`src/rtl/imem_loader_pkg.sv`:
```
// imem_loader_pkg: shared constants and FSM encoding for the instruction
// memory loader.
//   DEPTH   - instruction memory depth in 32-bit words
//   ADDR_W  - word address width (log2 DEPTH)
//   state_t - loader FSM states
package imem_loader_pkg;
  localparam int DEPTH  = 1024;
  localparam int ADDR_W = 10;

  typedef enum logic [1:0] {
    IDLE  = 2'd0,
    RECV  = 2'd1,
    WRITE = 2'd2,
    DONE  = 2'd3
  } state_t;
endpackage

```
`src/rtl/imem_loader_word_packer.sv`:
```
// word_packer: assembles a big-endian 32-bit word from a byte stream.
//   i_clk        - clock
//   i_reset      - synchronous active-high reset
//   i_clr        - drop any partial word and restart at byte 0
//   i_shift      - a byte transfer happens this cycle
//   i_byte       - byte being transferred
//   o_word_nxt   - word as it will be after this cycle's byte is shifted in
//   o_word_full  - this transfer is the fourth byte of a word
module word_packer (
  input  logic        i_clk,
  input  logic        i_reset,
  input  logic        i_clr,
  input  logic        i_shift,
  input  logic [7:0]  i_byte,
  output logic [31:0] o_word_nxt,
  output logic        o_word_full
);
  logic [1:0]  r_idx;
  logic [31:0] r_buf;

  // First byte ends up in [31:24] after three further left shifts.
  assign o_word_nxt  = {r_buf[23:0], i_byte};
  assign o_word_full = i_shift && (r_idx == 2'd3);

  always_ff @(posedge i_clk) begin
    if (i_reset || i_clr) begin
      r_idx <= '0;
      r_buf <= '0;
    end else if (i_shift) begin
      r_idx <= r_idx + 2'd1;   // wraps to 0 after the fourth byte
      r_buf <= o_word_nxt;
    end
  end
endmodule

```
`src/rtl/imem_loader.sv`:
```
// imem_loader: receives a program as a byte stream and writes it into
// instruction memory while holding the CPU in reset.
//   clk, reset          - clock, synchronous active-high reset
//   start, word_count   - load request and number of words (1..DEPTH)
//   byte_data/valid     - program byte stream, byte_ready = accepted this cycle
//   imem_we/addr/wdata  - instruction memory write port (addr/data 0 when idle)
//   cpu_reset           - held high from reset/start until a load completes
//   busy, done, err     - load in progress, sticky completion, bad-start pulse
module imem_loader #(
  parameter int DEPTH  = imem_loader_pkg::DEPTH,
  parameter int ADDR_W = imem_loader_pkg::ADDR_W
) (
  input  logic              clk,
  input  logic              reset,
  input  logic              start,
  input  logic [ADDR_W:0]   word_count,
  input  logic [7:0]        byte_data,
  input  logic              byte_valid,
  output logic              byte_ready,
  output logic              imem_we,
  output logic [ADDR_W-1:0] imem_addr,
  output logic [31:0]       imem_wdata,
  output logic              cpu_reset,
  output logic              busy,
  output logic              done,
  output logic              err
);
  import imem_loader_pkg::*;

  localparam logic [ADDR_W:0] L_DEPTH = (ADDR_W+1)'(DEPTH);

  state_t            r_state;
  logic [ADDR_W:0]   r_count;
  logic [ADDR_W-1:0] r_widx;
  logic              r_busy, r_done, r_err, r_cpu_rst, r_we;
  logic [ADDR_W-1:0] r_addr;
  logic [31:0]       r_wdata;

  logic        w_xfer, w_start_ok, w_clr, w_last, w_full;
  logic [31:0] w_word_nxt;

  assign w_xfer     = byte_valid && (r_state == RECV);
  assign w_start_ok = (word_count != '0) && (word_count <= L_DEPTH);
  assign w_clr      = (r_state == IDLE) && start && w_start_ok;
  assign w_last     = ({1'b0, r_widx} == (r_count - 1'b1));

  word_packer u_packer (
    .i_clk       (clk),
    .i_reset     (reset),
    .i_clr       (w_clr),
    .i_shift     (w_xfer),
    .i_byte      (byte_data),
    .o_word_nxt  (w_word_nxt),
    .o_word_full (w_full)
  );

  always_ff @(posedge clk) begin
    if (reset) begin
      r_state   <= IDLE;
      r_count   <= '0;
      r_widx    <= '0;
      r_busy    <= 1'b0;
      r_done    <= 1'b0;
      r_err     <= 1'b0;
      r_cpu_rst <= 1'b1;
      r_we      <= 1'b0;
      r_addr    <= '0;
      r_wdata   <= '0;
    end else begin
      // Write port and err are single-cycle pulses; bus is zero otherwise.
      r_err   <= 1'b0;
      r_we    <= 1'b0;
      r_addr  <= '0;
      r_wdata <= '0;
      case (r_state)
        IDLE: begin
          if (start) begin
            if (w_start_ok) begin
              r_count   <= word_count;
              r_widx    <= '0;
              r_done    <= 1'b0;
              r_busy    <= 1'b1;
              r_cpu_rst <= 1'b1;
              r_state   <= RECV;
            end else begin
              r_err <= 1'b1;
            end
          end
        end
        RECV: begin
          if (w_full) begin
            r_we    <= 1'b1;
            r_addr  <= r_widx;
            r_wdata <= w_word_nxt;
            r_state <= WRITE;
          end
        end
        WRITE: begin
          if (w_last) begin
            r_state <= DONE;
          end else begin
            r_widx  <= r_widx + 1'b1;
            r_state <= RECV;
          end
        end
        DONE: begin
          // Flags change on leaving DONE so done lands 5N+1 cycles after
          // the first byte.
          r_busy    <= 1'b0;
          r_done    <= 1'b1;
          r_cpu_rst <= 1'b0;
          r_state   <= IDLE;
        end
        default: r_state <= IDLE;
      endcase
    end
  end

  assign byte_ready = (r_state == RECV);
  assign imem_we    = r_we;
  assign imem_addr  = r_addr;
  assign imem_wdata = r_wdata;
  assign cpu_reset  = r_cpu_rst;
  assign busy       = r_busy;
  assign done       = r_done;
  assign err        = r_err;
endmodule

```
`config.mk`:
```
export PLATFORM = sky130hd
export DESIGN_NAME = imem_loader
export DESIGN_NICKNAME = d
export VERILOG_FILES = /design/src/rtl/imem_loader_pkg.sv /design/src/rtl/imem_loader_word_packer.sv /design/src/rtl/imem_loader.sv
export SDC_FILE = /design/constraint.sdc
export NUM_CORES = 1
export LEC_CHECK = 0
export ABC_AREA = 1
export CAP_MARGIN = 25
export CORE_UTILIZATION = 35
export DETAILED_ROUTE_END_ITERATION = 10
export DONT_BUFFER_PORTS = 1
export GPL_TIMING_DRIVEN = 0
export PLACE_DENSITY = 0.5
export SYNTH_ARGS = -nofsm -noshare
export SYNTH_HDL_FRONTEND = slang
export SYNTH_SLANG_ARGS = --single-unit
```
`constraint.sdc`:
```
create_clock -name clk -period 2.1 [get_ports clk]
set_input_delay 0.42 -clock clk [delete_from_list [all_inputs] [get_ports clk]]
set_output_delay 0.42 -clock clk [all_outputs]
set_load 0.02 [all_outputs]
```
==> results.json <==
{
  "postCtsSetupBuffers": 0,
  "timing.max_slew.rel_slack_pct": 63.6,
  "clkLatencyLatePin_ps": 370,
  "worst-endpoint-arrival_ps": 2150,
  "synth_xor_area_share_pct": 3.32,
  "min_to": "r_state[0]",
  "crit_path_slowest_cell": "sky130_fd_sc_hd__dfxtp_2",
  "finalSetupTns_ps": 0,
  "status": "completed",
  "layout.cell_area.non_filler_um2": 4060,
  "synth_compound_area_share_pct": 8.57,
  "cts.path.max_buffers": 2,
  "grt_max_degree": 17,
  "max_cap_viol_count": 0,
  "routed-via-count": 2952,
  "design.core.area_um2": 10300,
  "antenna_cells": 0,
  "number_of_instances_resized_during_post_cts_repair": 0,
  "overall_routing_resource_usage_pct": 15.6,
  "final_hold_violations": 0,
  "internal_power_uw": 2420,
  "grt_pass1_wl_um": 13500,
  "worst-path-buf-inv": 2,
  "synth.net_count": 518,
  "end_kind": "flip-flop",
  "initial_utilization_pct": 36.0,
  "worstReg2RegStart": "r_count[0]",
  "die_h_um": 105,
  "hold_class": "in2reg",
  "wirelength_um": 8230,
  "synth_top_family_by_area": "simple AND/OR/NAND/NOR gates",
  "utilization_pct": 39.5,
  "ff2ff_path_depth": 12,
  "postSynthAreaPerCell_um2": 7.51,
  "hold-worst-slack_ps": 99.6,
  "drt_pre_antenna_iters": 4,
  "die_w_um": 105,
  "clkTransAtPathRegs_ps": 100,
  "cp_top_family": "simple AND/OR/NAND/NOR gates",
  "final_layout_size_suffix_gt1_share_pct": 7.87,
  "wl_per_cell_um": 12.8,
  "pwr-share-comb_pct": 10.9,
  "first_global_vias": 2715,
  "seq_area_frac_synth_pct": 52.0,
  "detailed_placement_hpwl_um": 6010,
  "drt-vias-per-instance": 4.58,
  "cp-start-kind": "flip-flop",
  "final.setup_skew_ps": 9.26,
  "synthesis.area_um2": 3690,
  "num-fill-cells": 1118,
  "yosysUniqueCellTypes": 25,
  "synthCells": 492,
  "hp-start": "reset",
  "final_weighted_congestion_in_routability_driven_placement": 0.768,
  "power.static_leakage_uw": 0.00148,
  "io_pins": 71,
  "final_max_slew_viol_count": 0,
  "power.share.clock_pct": 33.0,
  "power.total_uw": 3390,
  "min_period_ps": 1880,
  "port_buffers": 0,
  "timing.critical_path.cells": "inv_1, ha_4, nand2_1, nor2_1, nand3_1, nand2_1, nand2_1, nor2_1, nand3_4, buf_6, a21oi_1, nor2_1",
  "antenna_left": 0,
  "worst-slew-pin-transition_ps": 545,
  "areaGrowthSynthToFinish_pct": 9.96,
  "area_of_placed_instances_um2": 3860,
  "synthAdderAreaFrac_pct": 1.02,
  "number_of_antenna_violations_at_the_first_check_in_global_routing": 0,
  "rr_endpoint": "r_widx[0]",
  "yosys_register_bits": 96,
  "finalCritPeriodShare_pct": 89.5,
  "number_of_rows_created_at_floorplan": 37,
  "cts_root_buf": "sky130_fd_sc_hd__clkbuf_8",
  "post_synth_mux_area_share_pct": 0,
  "required_time_of_the_critical_path_ps": 2370,
  "number_of_nets_in_the_final_layout": 529,
  "setup.worst_path.class": "reg2reg",
  "final-setup-viol-count": 0,
  "cell_depth_of_the_worst_min_delay_path": 1,
  "synthesis.yosys.warnings": 0,
  "tritoncts_num_sinks": 96,
  "htreeDepth": 3,
  "grt-ovfl-total": 0,
  "fmax_ghz": 0.532,
  "ratio_of_total_power_to_cell_area_nw_per_um2": 835,
  "floorplan.die_area_um2": 11000,
  "ctsHoldBuffers": 0,
  "vdd.ir_drop.worst_v": 0.000278,
  "seqPwrFrac_pct": 56.1,
  "cts_tree": "yes",
  "clock_buffer_count_from_cts": 9,
  "switchingPower_uw": 969,
  "post-route-drc-count": 0,
  "slowest_delay_ps": 340,
  "yosys.area_share.simple_pct": 26.6,
  "setup_repair_after_global_routing_missed_its_margin": "false",
  "setup.reg_to_reg.worst_slack_ps": 220,
  "power.share.switching_pct": 28.5,
  "detailedRoute.firstIterationViolations": 96,
  "critical_path.max_fanout": 10
}
-- flip-flops by register name (all words and copies together), names as in the netlist --
signal,flops
busy,1
err,1
u_packer.r_buf,24
r_count,11
imem_we,1
r_state,2
cpu_reset,1
imem_wdata,32
done,1
r_widx,10
imem_addr,10
u_packer.r_idx,2
-- power by group through the flow --
stage	combinational, µW	sequential, µW	clock [µW]
after floorplan	284	1930	0
after global placement	357	1940	0
after detailed placement	359	1940	0
after CTS	361	1900	1160
after global routing	424	1910	1240
final	370	1900	1120
-- layer usage --
layer  wire, µm  vias to the layer above  track usage [%]
li1           -                     1542                -
met1       4360                     1312             23.2
met2       3170                       89             20.8
met3        570                        9             4.43
met4        120                        0             6.34
met5          0                        -                0
-- cell usage in the layout (no fill, tap or decap), types with 2 or more instances in the layout --
master,netlist,routed
sky130_fd_sc_hd__o21bai_1,2,2
sky130_fd_sc_hd__inv_2,3,3
sky130_fd_sc_hd__inv_1,59,59
sky130_fd_sc_hd__nand3_1,22,22
sky130_fd_sc_hd__buf_2,10,10
sky130_fd_sc_hd__xor2_1,9,9
sky130_fd_sc_hd__dfxtp_1,96,94
sky130_fd_sc_hd__dfxtp_2,0,2
sky130_fd_sc_hd__o21ai_0,10,10
sky130_fd_sc_hd__ha_1,3,2
sky130_fd_sc_hd__nand2_1,117,117
sky130_fd_sc_hd__nor2_2,3,4
sky130_fd_sc_hd__nand2_4,2,2
sky130_fd_sc_hd__xnor2_1,5,5
sky130_fd_sc_hd__clkbuf_1,5,7
sky130_fd_sc_hd__nor3_1,6,6
sky130_fd_sc_hd__nor2_1,82,81
sky130_fd_sc_hd__clkbuf_8,0,9
sky130_fd_sc_hd__a21oi_1,49,49
sky130_fd_sc_hd__nand4_1,2,2
-- cells in the mapped netlist --
cell type / n / area (µm²)
sky130_fd_sc_hd__nand2_1: 117 / 439
sky130_fd_sc_hd__dfxtp_1: 96 / 1920
sky130_fd_sc_hd__nor2_1: 82 / 308
sky130_fd_sc_hd__inv_1: 59 / 221
sky130_fd_sc_hd__a21oi_1: 49 / 245
sky130_fd_sc_hd__nand3_1: 22 / 110
sky130_fd_sc_hd__buf_2: 10 / 50.1
sky130_fd_sc_hd__o21ai_0: 10 / 50.1
sky130_fd_sc_hd__xor2_1: 9 / 78.8
sky130_fd_sc_hd__nor3_1: 6 / 30.0
sky130_fd_sc_hd__clkbuf_1: 5 / 18.8
sky130_fd_sc_hd__xnor2_1: 5 / 43.8
sky130_fd_sc_hd__ha_1: 3 / 37.5
sky130_fd_sc_hd__inv_2: 3 / 11.3
sky130_fd_sc_hd__nor2_2: 3 / 18.8
sky130_fd_sc_hd__nand2_4: 2 / 22.5
sky130_fd_sc_hd__nand4_1: 2 / 12.5
sky130_fd_sc_hd__o21bai_1: 2 / 15.0
sky130_fd_sc_hd__buf_6: 1 / 11.3
sky130_fd_sc_hd__nand2_2: 1 / 6.26
sky130_fd_sc_hd__nand3_2: 1 / 10.0
sky130_fd_sc_hd__nand3b_1: 1 / 7.51
sky130_fd_sc_hd__nor2_4: 1 / 11.3
sky130_fd_sc_hd__nor3b_1: 1 / 7.51
sky130_fd_sc_hd__o22ai_1: 1 / 6.26
-- kinds of logic (layout without fill, tap and decap cells) --
kind of cell               after synthesis  count (layout)
adders and majority gates                3               3
xor gates and xnor gates                14              14
and+or+nand+nor                        239             239
AOI/OAI and AO/OA                       62              62
buffers and inverters                   78              94
DFF                                     96              96
-- cell type report --
class / instances / area, µm² / share of cell area, %
tap: 136 / 170 / 4.19
multi-input combinational: 318 / 1480 / 36.5
clock buffer: 11 / 131 / 3.23
buffer: 16 / 80.1 / 1.97
sequential: 96 / 1920 / 47.4
clock inverter: 5 / 41.3 / 1.02
inverter: 62 / 233 / 5.73
-- metrics by stage --
stage / setup slack [ps] / cells
6_report: 220 / 644
5_1_grt: 30.1 / 644
4_1_cts: 121 / 644
3_5_place_dp: 149 / 628
3_3_place_gp: 172 / 628
2_1_floorplan: 378 / 492
-- how the worst max path moves through the flow --
stage                           from  cells after the start  slack [ps]   endpoint
after floorplan           r_count[0]                     13         380  r_widx[0]
after global placement    r_count[0]                     13         170  r_widx[0]
after detailed placement  r_count[0]                     13         150  r_widx[6]
after CTS                 r_count[0]                     13         120  r_widx[0]
after global routing      r_count[0]                     13          30  r_widx[8]
final                     r_count[0]                     12         220  r_widx[0]
(Power assumes the default switching activity.)
